==> config.mk <==
export PLATFORM = sky130hd
export DESIGN_NAME = cla_arbiter_ctrl_flat
export DESIGN_NICKNAME = d
export VERILOG_FILES = /design/src/rtl/cla_arbiter_ctrl_if.sv /design/src/rtl/cla_arbiter_ctrl.sv /design/src/flat_wrapper.sv
export SDC_FILE = /design/constraint.sdc
export NUM_CORES = 1
export LEC_CHECK = 0
export CORE_MARGIN = 2
export CORE_UTILIZATION = 51
export CTS_CLUSTER_SIZE = 10
export DETAILED_ROUTE_END_ITERATION = 10
export GPL_TIMING_DRIVEN = 0
export PLACE_DENSITY_LB_ADDON = 0.08
export SYNTH_ARGS = -nofsm -noshare
export SYNTH_HDL_FRONTEND = slang
export SYNTH_HIERARCHICAL = 1
export SYNTH_SLANG_ARGS = --single-unit
==> constraint.sdc <==
create_clock -name clk -period 5.1 [get_ports clk]
set_clock_uncertainty 0.05 [all_clocks]
set_input_delay 1.02 -clock clk [delete_from_list [all_inputs] [get_ports clk]]
set_output_delay 1.02 -clock clk [all_outputs]
set_load 0.1 [all_outputs]
==> src/rtl/cla_arbiter_ctrl_if.sv <==
// Request/response bundle between two issuing requesters and the shared-adder arbiter.
// The master side drives requests and consumes responses; the slave side is the arbiter.
interface cla_arbiter_ctrl_if #(
    parameter int DATA_WIDTH = 64
);
    logic                  req0_valid;
    logic                  req0_ready;
    logic [DATA_WIDTH-1:0] req0_a;
    logic [DATA_WIDTH-1:0] req0_b;
    logic                  req0_sub;
    logic                  req0_cin;
    logic                  req0_chain;

    logic                  req1_valid;
    logic                  req1_ready;
    logic [DATA_WIDTH-1:0] req1_a;
    logic [DATA_WIDTH-1:0] req1_b;
    logic                  req1_sub;
    logic                  req1_cin;
    logic                  req1_chain;

    logic                  rsp_valid;
    logic                  rsp_ready;
    logic                  rsp_id;
    logic [DATA_WIDTH-1:0] rsp_res;
    logic                  rsp_cout;
    logic                  rsp_gt;
    logic                  rsp_lt;
    logic                  rsp_eq;
    logic                  busy;

    modport master (
        output req0_valid, req0_a, req0_b, req0_sub, req0_cin, req0_chain,
        output req1_valid, req1_a, req1_b, req1_sub, req1_cin, req1_chain,
        output rsp_ready,
        input  req0_ready, req1_ready,
        input  rsp_valid, rsp_id, rsp_res, rsp_cout, rsp_gt, rsp_lt, rsp_eq, busy
    );

    modport slave (
        input  req0_valid, req0_a, req0_b, req0_sub, req0_cin, req0_chain,
        input  req1_valid, req1_a, req1_b, req1_sub, req1_cin, req1_chain,
        input  rsp_ready,
        output req0_ready, req1_ready,
        output rsp_valid, rsp_id, rsp_res, rsp_cout, rsp_gt, rsp_lt, rsp_eq, busy
    );
endinterface

==> src/rtl/cla_arbiter_ctrl.sv <==
// Round-robin arbiter sharing one carry-lookahead adder between two requesters.
// Define CLA_CHAIN_EN to enable multi-word carry/borrow chaining with a requester lock.

module carry_lookahead #(
    parameter int DATA_WIDTH = 64
) (
    input  logic                  i_add_op,
    input  logic [DATA_WIDTH-1:0] i_op1,
    input  logic [DATA_WIDTH-1:0] i_op2,
    input  logic                  i_cin,
    output logic [DATA_WIDTH-1:0] o_res,
    output logic                  o_cout
);
    // Operands are split into 4-bit lookahead groups; DATA_WIDTH must be a multiple of 4.
    localparam int NUM_GROUPS = DATA_WIDTH / 4;

    logic [DATA_WIDTH-1:0] w_op2;
    logic [DATA_WIDTH-1:0] w_g;
    logic [DATA_WIDTH-1:0] w_p;
    logic [DATA_WIDTH-1:0] w_c;
    logic [NUM_GROUPS:0]   w_gc;

    assign w_op2   = i_add_op ? i_op2 : ~i_op2;
    assign w_g     = i_op1 & w_op2;
    assign w_p     = i_op1 ^ w_op2;
    assign w_gc[0] = i_cin;

    genvar gi;
    generate
        for (gi = 0; gi < NUM_GROUPS; gi++) begin : g_grp
            logic [3:0] w_gg;
            logic [3:0] w_pp;
            logic       w_ci;
            assign w_gg = w_g[4*gi +: 4];
            assign w_pp = w_p[4*gi +: 4];
            assign w_ci = w_gc[gi];

            assign w_c[4*gi]   = w_ci;
            assign w_c[4*gi+1] = w_gg[0] | (w_pp[0] & w_ci);
            assign w_c[4*gi+2] = w_gg[1] | (w_pp[1] & w_gg[0]) | (w_pp[1] & w_pp[0] & w_ci);
            assign w_c[4*gi+3] = w_gg[2] | (w_pp[2] & w_gg[1]) | (w_pp[2] & w_pp[1] & w_gg[0])
                               | (w_pp[2] & w_pp[1] & w_pp[0] & w_ci);
            assign w_gc[gi+1]  = w_gg[3] | (w_pp[3] & w_gg[2]) | (w_pp[3] & w_pp[2] & w_gg[1])
                               | (w_pp[3] & w_pp[2] & w_pp[1] & w_gg[0])
                               | (w_pp[3] & w_pp[2] & w_pp[1] & w_pp[0] & w_ci);
        end
    endgenerate

    assign o_res  = w_p ^ w_c;
    assign o_cout = w_gc[NUM_GROUPS];
endmodule

module cla_arbiter_ctrl #(
    parameter int DATA_WIDTH = 64
) (
    input  logic               clk,
    input  logic               rst_n,
    cla_arbiter_ctrl_if.slave  bus
);
    typedef enum logic [1:0] {ST_IDLE, ST_EXEC, ST_RESP} state_t;

    state_t                r_state;
    state_t                w_state_next;
    logic                  r_rr_last;
    logic [DATA_WIDTH-1:0] r_a;
    logic [DATA_WIDTH-1:0] r_b;
    logic                  r_sub;
    logic                  r_id;
    logic                  r_cin_eff;
    logic [DATA_WIDTH-1:0] r_rsp_res;
    logic                  r_rsp_id;
    logic                  r_rsp_cout;
    logic                  r_rsp_gt;
    logic                  r_rsp_lt;
    logic                  r_rsp_eq;

    logic [1:0]            w_valid;
    logic                  w_grant_valid;
    logic                  w_grant_id;
    logic [DATA_WIDTH-1:0] w_sel_a;
    logic [DATA_WIDTH-1:0] w_sel_b;
    logic                  w_sel_sub;
    logic                  w_sel_cin;
    logic                  w_cin_eff;
    logic [DATA_WIDTH-1:0] w_op2;
    logic [DATA_WIDTH-1:0] w_sum;
    logic                  w_cout;

`ifdef CLA_CHAIN_EN
    logic r_chain;
    logic r_lock_valid;
    logic r_lock_id;
    logic r_chain_carry;
    logic w_sel_chain;
`else
    logic w_unused_chain;
    assign w_unused_chain = bus.req0_chain ^ bus.req1_chain;
`endif

    assign w_valid = {bus.req1_valid, bus.req0_valid};

    always_ff @(posedge clk or negedge rst_n) begin
        if (!rst_n) begin
            r_state <= ST_IDLE;
        end else begin
            r_state <= w_state_next;
        end
    end

    always_comb begin
        w_state_next  = r_state;
        w_grant_valid = 1'b0;
        w_grant_id    = 1'b0;
        case (r_state)
            ST_IDLE: begin
`ifdef CLA_CHAIN_EN
                if (r_lock_valid) begin
                    w_grant_valid = w_valid[r_lock_id];
                    w_grant_id    = r_lock_id;
                end else
`endif
                if (&w_valid) begin
                    w_grant_valid = 1'b1;
                    w_grant_id    = ~r_rr_last;
                end else if (w_valid[0]) begin
                    w_grant_valid = 1'b1;
                    w_grant_id    = 1'b0;
                end else if (w_valid[1]) begin
                    w_grant_valid = 1'b1;
                    w_grant_id    = 1'b1;
                end
                if (w_grant_valid) begin
                    w_state_next = ST_EXEC;
                end
            end
            ST_EXEC: w_state_next = ST_RESP;
            ST_RESP: begin
                if (bus.rsp_ready) begin
                    w_state_next = ST_IDLE;
                end
            end
            default: w_state_next = ST_IDLE;
        endcase
    end

    // Ready is gated by rst_n so nothing looks accepted while reset is held.
    assign bus.req0_ready = rst_n & w_grant_valid & ~w_grant_id;
    assign bus.req1_ready = rst_n & w_grant_valid &  w_grant_id;

    assign w_sel_a   = w_grant_id ? bus.req1_a   : bus.req0_a;
    assign w_sel_b   = w_grant_id ? bus.req1_b   : bus.req0_b;
    assign w_sel_sub = w_grant_id ? bus.req1_sub : bus.req0_sub;
    assign w_sel_cin = w_grant_id ? bus.req1_cin : bus.req0_cin;

`ifdef CLA_CHAIN_EN
    assign w_sel_chain = w_grant_id ? bus.req1_chain : bus.req0_chain;
    // A continuing beat takes the previous beat's carry/borrow for both add and sub.
    assign w_cin_eff   = r_lock_valid ? r_chain_carry : (w_sel_sub | w_sel_cin);
`else
    assign w_cin_eff   = w_sel_sub | w_sel_cin;
`endif

    always_ff @(posedge clk or negedge rst_n) begin
        if (!rst_n) begin
            r_rr_last     <= 1'b1;
            r_a           <= '0;
            r_b           <= '0;
            r_sub         <= 1'b0;
            r_id          <= 1'b0;
            r_cin_eff     <= 1'b0;
            r_rsp_res     <= '0;
            r_rsp_id      <= 1'b0;
            r_rsp_cout    <= 1'b0;
            r_rsp_gt      <= 1'b0;
            r_rsp_lt      <= 1'b0;
            r_rsp_eq      <= 1'b0;
`ifdef CLA_CHAIN_EN
            r_chain       <= 1'b0;
            r_lock_valid  <= 1'b0;
            r_lock_id     <= 1'b0;
            r_chain_carry <= 1'b0;
`endif
        end else begin
            if (w_grant_valid) begin
                r_a       <= w_sel_a;
                r_b       <= w_sel_b;
                r_sub     <= w_sel_sub;
                r_id      <= w_grant_id;
                r_cin_eff <= w_cin_eff;
`ifdef CLA_CHAIN_EN
                r_chain   <= w_sel_chain;
                if (!r_lock_valid) begin
                    r_rr_last <= w_grant_id;
                end
`else
                r_rr_last <= w_grant_id;
`endif
            end
            if (r_state == ST_EXEC) begin
                r_rsp_res  <= w_sum;
                r_rsp_id   <= r_id;
                r_rsp_cout <= w_cout;
                r_rsp_gt   <= $signed(r_a) >  $signed(r_b);
                r_rsp_lt   <= $signed(r_a) <  $signed(r_b);
                r_rsp_eq   <= r_a == r_b;
`ifdef CLA_CHAIN_EN
                r_lock_valid  <= r_chain;
                r_lock_id     <= r_id;
                r_chain_carry <= r_chain & w_cout;
`endif
            end
        end
    end

    assign w_op2 = r_sub ? ~r_b : r_b;

    carry_lookahead #(
        .DATA_WIDTH (DATA_WIDTH)
    ) u_cla (
        .i_add_op (1'b1),
        .i_op1    (r_a),
        .i_op2    (w_op2),
        .i_cin    (r_cin_eff),
        .o_res    (w_sum),
        .o_cout   (w_cout)
    );

    assign bus.rsp_valid = (r_state == ST_RESP);
    assign bus.busy      = (r_state != ST_IDLE);
    assign bus.rsp_res   = r_rsp_res;
    assign bus.rsp_id    = r_rsp_id;
    assign bus.rsp_cout  = r_rsp_cout;
    assign bus.rsp_gt    = r_rsp_gt;
    assign bus.rsp_lt    = r_rsp_lt;
    assign bus.rsp_eq    = r_rsp_eq;
endmodule

==> src/flat_wrapper.sv <==
// flat-port wrapper written by rule: the top's interface ports become plain ports
module cla_arbiter_ctrl_flat 
#(
    parameter int DATA_WIDTH = 64
)
  (clk, rst_n, bus_req0_valid, bus_req0_a, bus_req0_b, bus_req0_sub, bus_req0_cin, bus_req0_chain, bus_req1_valid, bus_req1_a, bus_req1_b, bus_req1_sub, bus_req1_cin, bus_req1_chain, bus_rsp_ready, bus_req0_ready, bus_req1_ready, bus_rsp_valid, bus_rsp_id, bus_rsp_res, bus_rsp_cout, bus_rsp_gt, bus_rsp_lt, bus_rsp_eq, bus_busy);
  cla_arbiter_ctrl_if #(.DATA_WIDTH(DATA_WIDTH)) bus_i ();
  input  logic clk;
  input  logic rst_n;
  input wire logic [$bits(bus_i.req0_valid)-1:0] bus_req0_valid;
  input wire logic [$bits(bus_i.req0_a)-1:0] bus_req0_a;
  input wire logic [$bits(bus_i.req0_b)-1:0] bus_req0_b;
  input wire logic [$bits(bus_i.req0_sub)-1:0] bus_req0_sub;
  input wire logic [$bits(bus_i.req0_cin)-1:0] bus_req0_cin;
  input wire logic [$bits(bus_i.req0_chain)-1:0] bus_req0_chain;
  input wire logic [$bits(bus_i.req1_valid)-1:0] bus_req1_valid;
  input wire logic [$bits(bus_i.req1_a)-1:0] bus_req1_a;
  input wire logic [$bits(bus_i.req1_b)-1:0] bus_req1_b;
  input wire logic [$bits(bus_i.req1_sub)-1:0] bus_req1_sub;
  input wire logic [$bits(bus_i.req1_cin)-1:0] bus_req1_cin;
  input wire logic [$bits(bus_i.req1_chain)-1:0] bus_req1_chain;
  input wire logic [$bits(bus_i.rsp_ready)-1:0] bus_rsp_ready;
  output wire logic [$bits(bus_i.req0_ready)-1:0] bus_req0_ready;
  output wire logic [$bits(bus_i.req1_ready)-1:0] bus_req1_ready;
  output wire logic [$bits(bus_i.rsp_valid)-1:0] bus_rsp_valid;
  output wire logic [$bits(bus_i.rsp_id)-1:0] bus_rsp_id;
  output wire logic [$bits(bus_i.rsp_res)-1:0] bus_rsp_res;
  output wire logic [$bits(bus_i.rsp_cout)-1:0] bus_rsp_cout;
  output wire logic [$bits(bus_i.rsp_gt)-1:0] bus_rsp_gt;
  output wire logic [$bits(bus_i.rsp_lt)-1:0] bus_rsp_lt;
  output wire logic [$bits(bus_i.rsp_eq)-1:0] bus_rsp_eq;
  output wire logic [$bits(bus_i.busy)-1:0] bus_busy;
  assign bus_i.req0_valid = bus_req0_valid;
  assign bus_i.req0_a = bus_req0_a;
  assign bus_i.req0_b = bus_req0_b;
  assign bus_i.req0_sub = bus_req0_sub;
  assign bus_i.req0_cin = bus_req0_cin;
  assign bus_i.req0_chain = bus_req0_chain;
  assign bus_i.req1_valid = bus_req1_valid;
  assign bus_i.req1_a = bus_req1_a;
  assign bus_i.req1_b = bus_req1_b;
  assign bus_i.req1_sub = bus_req1_sub;
  assign bus_i.req1_cin = bus_req1_cin;
  assign bus_i.req1_chain = bus_req1_chain;
  assign bus_i.rsp_ready = bus_rsp_ready;
  assign bus_req0_ready = bus_i.req0_ready;
  assign bus_req1_ready = bus_i.req1_ready;
  assign bus_rsp_valid = bus_i.rsp_valid;
  assign bus_rsp_id = bus_i.rsp_id;
  assign bus_rsp_res = bus_i.rsp_res;
  assign bus_rsp_cout = bus_i.rsp_cout;
  assign bus_rsp_gt = bus_i.rsp_gt;
  assign bus_rsp_lt = bus_i.rsp_lt;
  assign bus_rsp_eq = bus_i.rsp_eq;
  assign bus_busy = bus_i.busy;
  cla_arbiter_ctrl #(.DATA_WIDTH(DATA_WIDTH)) u_core (.clk(clk), .rst_n(rst_n), .bus(bus_i));
endmodule
---- After elaboration in Yosys (flattened, before gate mapping) ----
Cells that the tools add are included.
word-level totals
  register bits ........................... 203
  bits of input ports ..................... 267
  logic and storage cells ................. 466
operators by class
  bitwise logic cells ..................... 426
  equal/unequal tests ..................... 5
  order comparisons ....................... 2
  muxes and demuxes ....................... 16
  reductions and logical operators ........ 4
operator list
  kind                  count
  $and A1 B1 Y1         259
  $mux W64              3
  $or A1 B1 Y1          161
  $xor A64 B64 Y64      2
  $and A64 B64 Y64      1
  $eq A64 B64 Y1        1
  $gt A64 B64 Y1        1
  $lt A64 B64 Y1        1
  $not A64 Y64          1
  $mux W1               10
  $pmux W2 S3           1
  $mux W2               2
  $ne A2 B2 Y1 const B  2
  $reduce_and A2 Y1     2
  $eq A2 B1 Y1 const B  1
  $eq A2 B2 Y1 const B  1
  $logic_not A2 Y1      1
  $not A1 Y1            2
  $reduce_bool A2 Y1    1

---- Logic depth before layout (Yosys ltp) ----
  depth after elaboration ................. 39
  mapped depth ............................ 18
  mapped depth without buffers ............ 16

---- Hierarchy ----
Netlist, hierarchy kept.
modules (own cells, without submodules)
  module            sequential area each (µm²)  area each (µm²)  instances  cells each
  cla_arbiter_ctrl  5081.1                      10169.8          1          1120
  carry_lookahead   0.0                         3505.9           1          439

---- Worst setup path before layout ----
No wires, ideal clock.
  path kind ............................... register to register
  from .................................... register u_core.r_sub
  to ...................................... register u_core.r_rsp_res[61], in the netlist u_core/bus.rsp_res[61]
  library setup time ...................... 0.120 ns
  arrival ................................. 3.901 ns
  required time ........................... 4.930 ns
  period minus slack after synthesis ...... 4.070 ns
  stages on the path, launching flop included .. 19
  slack ................................... 1.030 ns
  cells stage by stage .................... dfrtp_1 clkbuf_1 buf_2 xor2_1 xnor2_1 ha_1 nand4_2 or3_4 or3_4 nor3_4 o21ai_2 a211oi_4 o21ai_2 a21oi_1 inv_1 fa_1 xnor2_1 nand2_1 nand2_1
RTL lines
  item                                                         line                                                                    source
  start: declaration                                           cla_arbiter_ctrl.sv:67                                                  logic r_sub;
  start signal: assignment                                     cla_arbiter_ctrl.sv:187                                                 r_sub <= w_sel_sub;
  $mux W64 *                                                   cla_arbiter_ctrl.sv:215                                                 assign w_op2 = r_sub ? ~r_b : r_b;
  named net u_core.w_op2[17]                                   cla_arbiter_ctrl.sv:85                                                  logic [DATA_WIDTH-1:0] w_op2;
  $and A64 B64 Y64 / $xor A64 B64 Y64 (equally long branches)  cla_arbiter_ctrl.sv:24, cla_arbiter_ctrl.sv:25
  $and A1 B1 Y1 (on tied branches)                             cla_arbiter_ctrl.sv:43, cla_arbiter_ctrl.sv:44, cla_arbiter_ctrl.sv:45
  $or A1 B1 Y1 (tied with other cells)                         cla_arbiter_ctrl.sv:43                                                  assign w_gc[gi+1] = w_gg[3] | (w_pp[3] & w_gg[2]) | (w_pp[3] & w_pp[2] & w_gg[1])
  $or A1 B1 Y1 / $and A1 B1 Y1 (equally long branches)         cla_arbiter_ctrl.sv:44, cla_arbiter_ctrl.sv:45
  $or A1 B1 Y1 *                                               cla_arbiter_ctrl.sv:45                                                  | (w_pp[3] & w_pp[2] & w_pp[1] & w_pp[0] & w_ci);
  $and A1 B1 Y1 *                                              cla_arbiter_ctrl.sv:45
  [15 not listed]                                              -
  $and A1 B1 Y1 *                                              cla_arbiter_ctrl.sv:45
  $or A1 B1 Y1 *                                               cla_arbiter_ctrl.sv:45
  $and A1 B1 Y1 *                                              cla_arbiter_ctrl.sv:45
  $or A1 B1 Y1 *                                               cla_arbiter_ctrl.sv:45
  $and A1 B1 Y1 *                                              cla_arbiter_ctrl.sv:39                                                  assign w_c[4*gi+1] = w_gg[0] | (w_pp[0] & w_ci);
  $or A1 B1 Y1 *                                               cla_arbiter_ctrl.sv:39
  $xor A64 B64 Y64 *                                           cla_arbiter_ctrl.sv:49                                                  assign o_res = w_p ^ w_c;
  named net u_core.w_sum[61]                                   cla_arbiter_ctrl.sv:86                                                  logic [DATA_WIDTH-1:0] w_sum;
  end signal: assignment                                       cla_arbiter_ctrl.sv:200                                                 r_rsp_res <= w_sum;
  end: declaration                                             cla_arbiter_ctrl.sv:70                                                  logic [DATA_WIDTH-1:0] r_rsp_res;
Mark *: on every way through the listed nets, which the timed path passes. The rest lies on a longest branch.
A chain may end at the register's enable or synchronous reset.

---- Worst setup path after layout ----
  from .................................... input bus_req0_valid
  to ...................................... output bus_req0_ready
on the way
  longest elaborated chain between the ends .. 6
RTL lines
  item                                                 line                                              source
  start: declaration                                   flat_wrapper.sv:10                                input wire logic [$bits(bus_i.req0_valid)-1:0] bus_req0_valid;
  $mux W1 / $reduce_and A2 Y1 (equally long branches)  cla_arbiter_ctrl.sv:125, cla_arbiter_ctrl.sv:122
  $mux W1                                              cla_arbiter_ctrl.sv:122                           if (&w_valid) begin
  $mux W1 (2 in series)                                cla_arbiter_ctrl.sv:114                           case (r_state)
  $and A1 B1 Y1                                        cla_arbiter_ctrl.sv:147                           assign bus.req0_ready = rst_n & w_grant_valid & ~w_grant_id;
  $and A1 B1 Y1 *                                      cla_arbiter_ctrl.sv:147
  end: declaration                                     flat_wrapper.sv:23                                output wire logic [$bits(bus_i.req0_ready)-1:0] bus_req0_ready;
Mark *: on every way between the ends. The rest lies on a longest branch, timed or not. The select of a mux whose other input is x is not followed.

==> impl_metrics.csv <==
group,metric,value,unit
sta,relSlewSlack,27.2,%
critical_path,reg2reg_from,"u_core/r_sub$_DFFE_PN0P_",
global_routing,grt_max_degree,84,
synth,synth_seq_cells,203,
synth,synth.most_common_cell,"nand2_1",
routing,via_per_inst,5.56,
routing,drc,0,
synth,synth_edf_count,0,
clock_tree,htreeDepth,1,
die,rows,59,
routing,ant_nets,0,
sta,finalSetupViolations,0,
place,dp_hpwl,34000,um
clock_tree,numCtsBuffers,26,
synth,synth_fp_nets,1970,
global_routing,grt_busiest_layer,"met2",
clock_tree,cts_setup_buffers,0,
hold_path,min_path_type,"in -> async",
sta,hold_violations,0,
synth,synth_top_area_share,37.0,%
critical_path,worstPathRequired,4030,ps
place,io_buffers,337,
cells_and_area,drive_gt1_share,5.05,%
synth,synthMuxAreaShare,0.0823,%
job,cap_violations,0,
cells_and_area,num_antenna_cells,0,
die,fp.dieH,168,um
clock_tree,ctsHoldBuffers,0,
place,preCtsSetupSlack,-42.7,ps
critical_path,start_kind,"input port",
synth,synth-xor-area-share,11.0,%
die,die_w,168,um
synth,synth_cells,1559,
cells_and_area,fin_nets,2337,
routing,finalWirelength,43600,um
synth,synth_top_family_by_area,"compound AO/OA/AOI/OAI gates",
place,placed_cells,2233,
synth,avgSynthCellArea,8.77,um2
synth,synthSimpleGateAreaFrac,15.2,%
sta,worstMarginPinSlew,1090,ps
routing,wl_per_cell,19.2,um
critical_path,reg2reg_depth,18,
global_routing,met3_usage,5.03,%
die,start_util,52.2,%
place,gp_congestion,0.925,
synth,synth_cell_types,72,
sta,rsz0062_at_grt,"no",
cells_and_area,fill_cells,2093,
clock_tree,root_buffer,"clkbuf_16",
global_routing,overflow,0,
clock_tree,clk_pin_slew,50,ps
clock_tree,cts_tree,"yes",
global_routing,antenna_found_initial,0,
die,die_area,28100,um2
critical_path,reg2reg_to,"u_core/bus.rsp_res[61]$_DFFE_PN0N_",
sta,finalCriticalPeriod,5020,ps
routing,drtPass1Iterations,6,
synth,synthTopCellsByArea,"dfrtp_1, ha_1, nand2_1, xnor2_1, o22ai_1",
global_routing,grt_pass1_wl,68300,um
global_routing,grtUsageMet2,51.5,%
critical_path,crit_fanout,10,
critical_path,worstPathArrival,3950,ps
critical_path,cp-end-kind,"primary output",
clock_tree,clock_path_buffers,3,
global_routing,grt_use_met1,42.1,%
synth,seq_area_frac_synth,37.2,%
clock_tree,numClockSinks,203,
sta,fmaxAchievable,199,MHz
global_routing,track_usage,30.9,%
synth,syn-cell-area,13700,um2
synth,synthFlopType,"dfrtp_1",
global_routing,grt_pass1_vias,12900,
cells_and_area,synthToLayoutAreaGrowth,34.0,%
critical_path,r2r_slack,310,ps
routing,num_vias,12700,
die,ioPinCount,340,
run_status,status,"finished clean",
clock_tree,clock_latency,530,ps
cells_and_area,fin_cells,2276,
sta,post-route-period-util,98.5,%
sta,finalWorstSetupSlack,78.6,ps
synth,yosysWarnings,6,
die,design.core.area,26200,um2
synth,synth_top_area_cell,"dfrtp_1",
synth,synth_common_cells,"nand2_1, dfrtp_1, nor2_1",
synth,synth_compound_area_share,16.4,%
synth,yosys.area_share.adder,14.1,%
routing,drt_iter0_markers,771,
critical_path,critPathKind,"in -> out",
synth,postSynth.asyncResetShare,100,%
sta,slew_violations,0,
==> per-layer routing <==
layer,vias up,part of all wire [%]
met4,0,2.2
met1,6101,44
met5,-,0
met2,452,47
met3,55,7.1
li1,6055,-
==> state kept, by name, summed over array words and instances (netlist names), 2 cells and up <==
name,flops
u_core/bus.rsp_res,64
u_core/r_state,2
u_core/r_b,64
u_core/r_a,64
==> cells in the final DEF, fill, tap and decap left out, types with 7 or more instances in the layout <==
| cell type | instances |
|---|---|
| inv_1 | 129 |
| xnor2_1 | 100 |
| nand2b_1 | 8 |
| buf_1 | 8 |
| clkdlybuf4s50_1 | 335 |
| buf_2 | 22 |
| clkbuf_16 | 27 |
| nor2b_1 | 7 |
| o221ai_1 | 18 |
| o21bai_1 | 7 |
| nor3_1 | 13 |
| nand4_1 | 19 |
| nand3_1 | 14 |
| o21ai_0 | 37 |
| xor2_1 | 72 |
| o22ai_1 | 111 |
| a21oi_1 | 95 |
| nor2_1 | 155 |
| dfrtp_1 | 202 |
| ha_1 | 128 |
| a21o_1 | 28 |
| nand2_1 | 240 |
| fa_1 | 16 |
| clkbuf_1 | 46 |
==> logic make-up (layout without fill, tap and decap cells) <==
group,count (synthesis),after routing
AO/OA/AOI/OAI,348,348
XOR/XNOR,172,172
multiplexers,1,1
adder cells (fa/ha/maj),144,144
other,1,1
AND/OR/NAND/NOR,485,485
flip-flops,203,203
buffers and inverters,205,587
==> layout make-up <==
| class | instances | area (um2) | area share [%] |
|---|---|---|---|
| multi-input combinational | 1151 | 7770 | 42.4 |
| inverter | 130 | 488 | 2.66 |
| sequential | 203 | 5080 | 27.7 |
| tap | 335 | 419 | 2.29 |
| clock buffer | 41 | 778 | 4.25 |
| timing repair buffer | 339 | 3440 | 18.7 |
| buffer | 75 | 340 | 1.86 |
| clock inverter | 2 | 13.8 | 0.0751 |
==> worst max-delay path by stage <==
stage / start / to
floorplan: u_core/r_sub$_DFFE_PN0P_ / u_core/bus.rsp_res[61]$_DFFE_PN0N_
global placement: rst_n / bus_req0_ready
detailed placement: u_core/r_sub$_DFFE_PN0P_ / u_core/bus.rsp_res[61]$_DFFE_PN0N_
CTS: u_core/r_sub$_DFFE_PN0P_ / u_core/bus.rsp_res[61]$_DFFE_PN0N_
global route: bus_req0_valid / bus_req0_ready
finish: bus_req0_valid / bus_req0_ready
==> repair_timing <==
item                                    CTS  global route
endpoints found under the setup margin    2             7
gates cloned                              0             0
pin swaps                                 0             0
resized for setup                         1             3
==> metrics by stage <==
stage	hold slack (ps)	cell area, um2	TNS [ps]	utilization (%)
6_report	315	18300	0	69.9
5_1_grt	335	18300	0	69.9
4_1_cts	316	18300	0	69.9
3_3_place_gp	398	17500	-1164900	66.7
2_1_floorplan	389	13700	0	-
3_5_place_dp	406	17500	-69.8	66.9
==> worst max-delay path, stage by stage <==
cell,delay (ps)
clkdlybuf4s50_1,550
nor2_1,60
or2_1,190
buf_2,190
inv_2,170
buf_2,360
and3_1,200
clkdlybuf4s50_1,1180
Power is not shown: default switching activity piles up to over one toggle a cycle in this logic, so the estimate is an artifact.
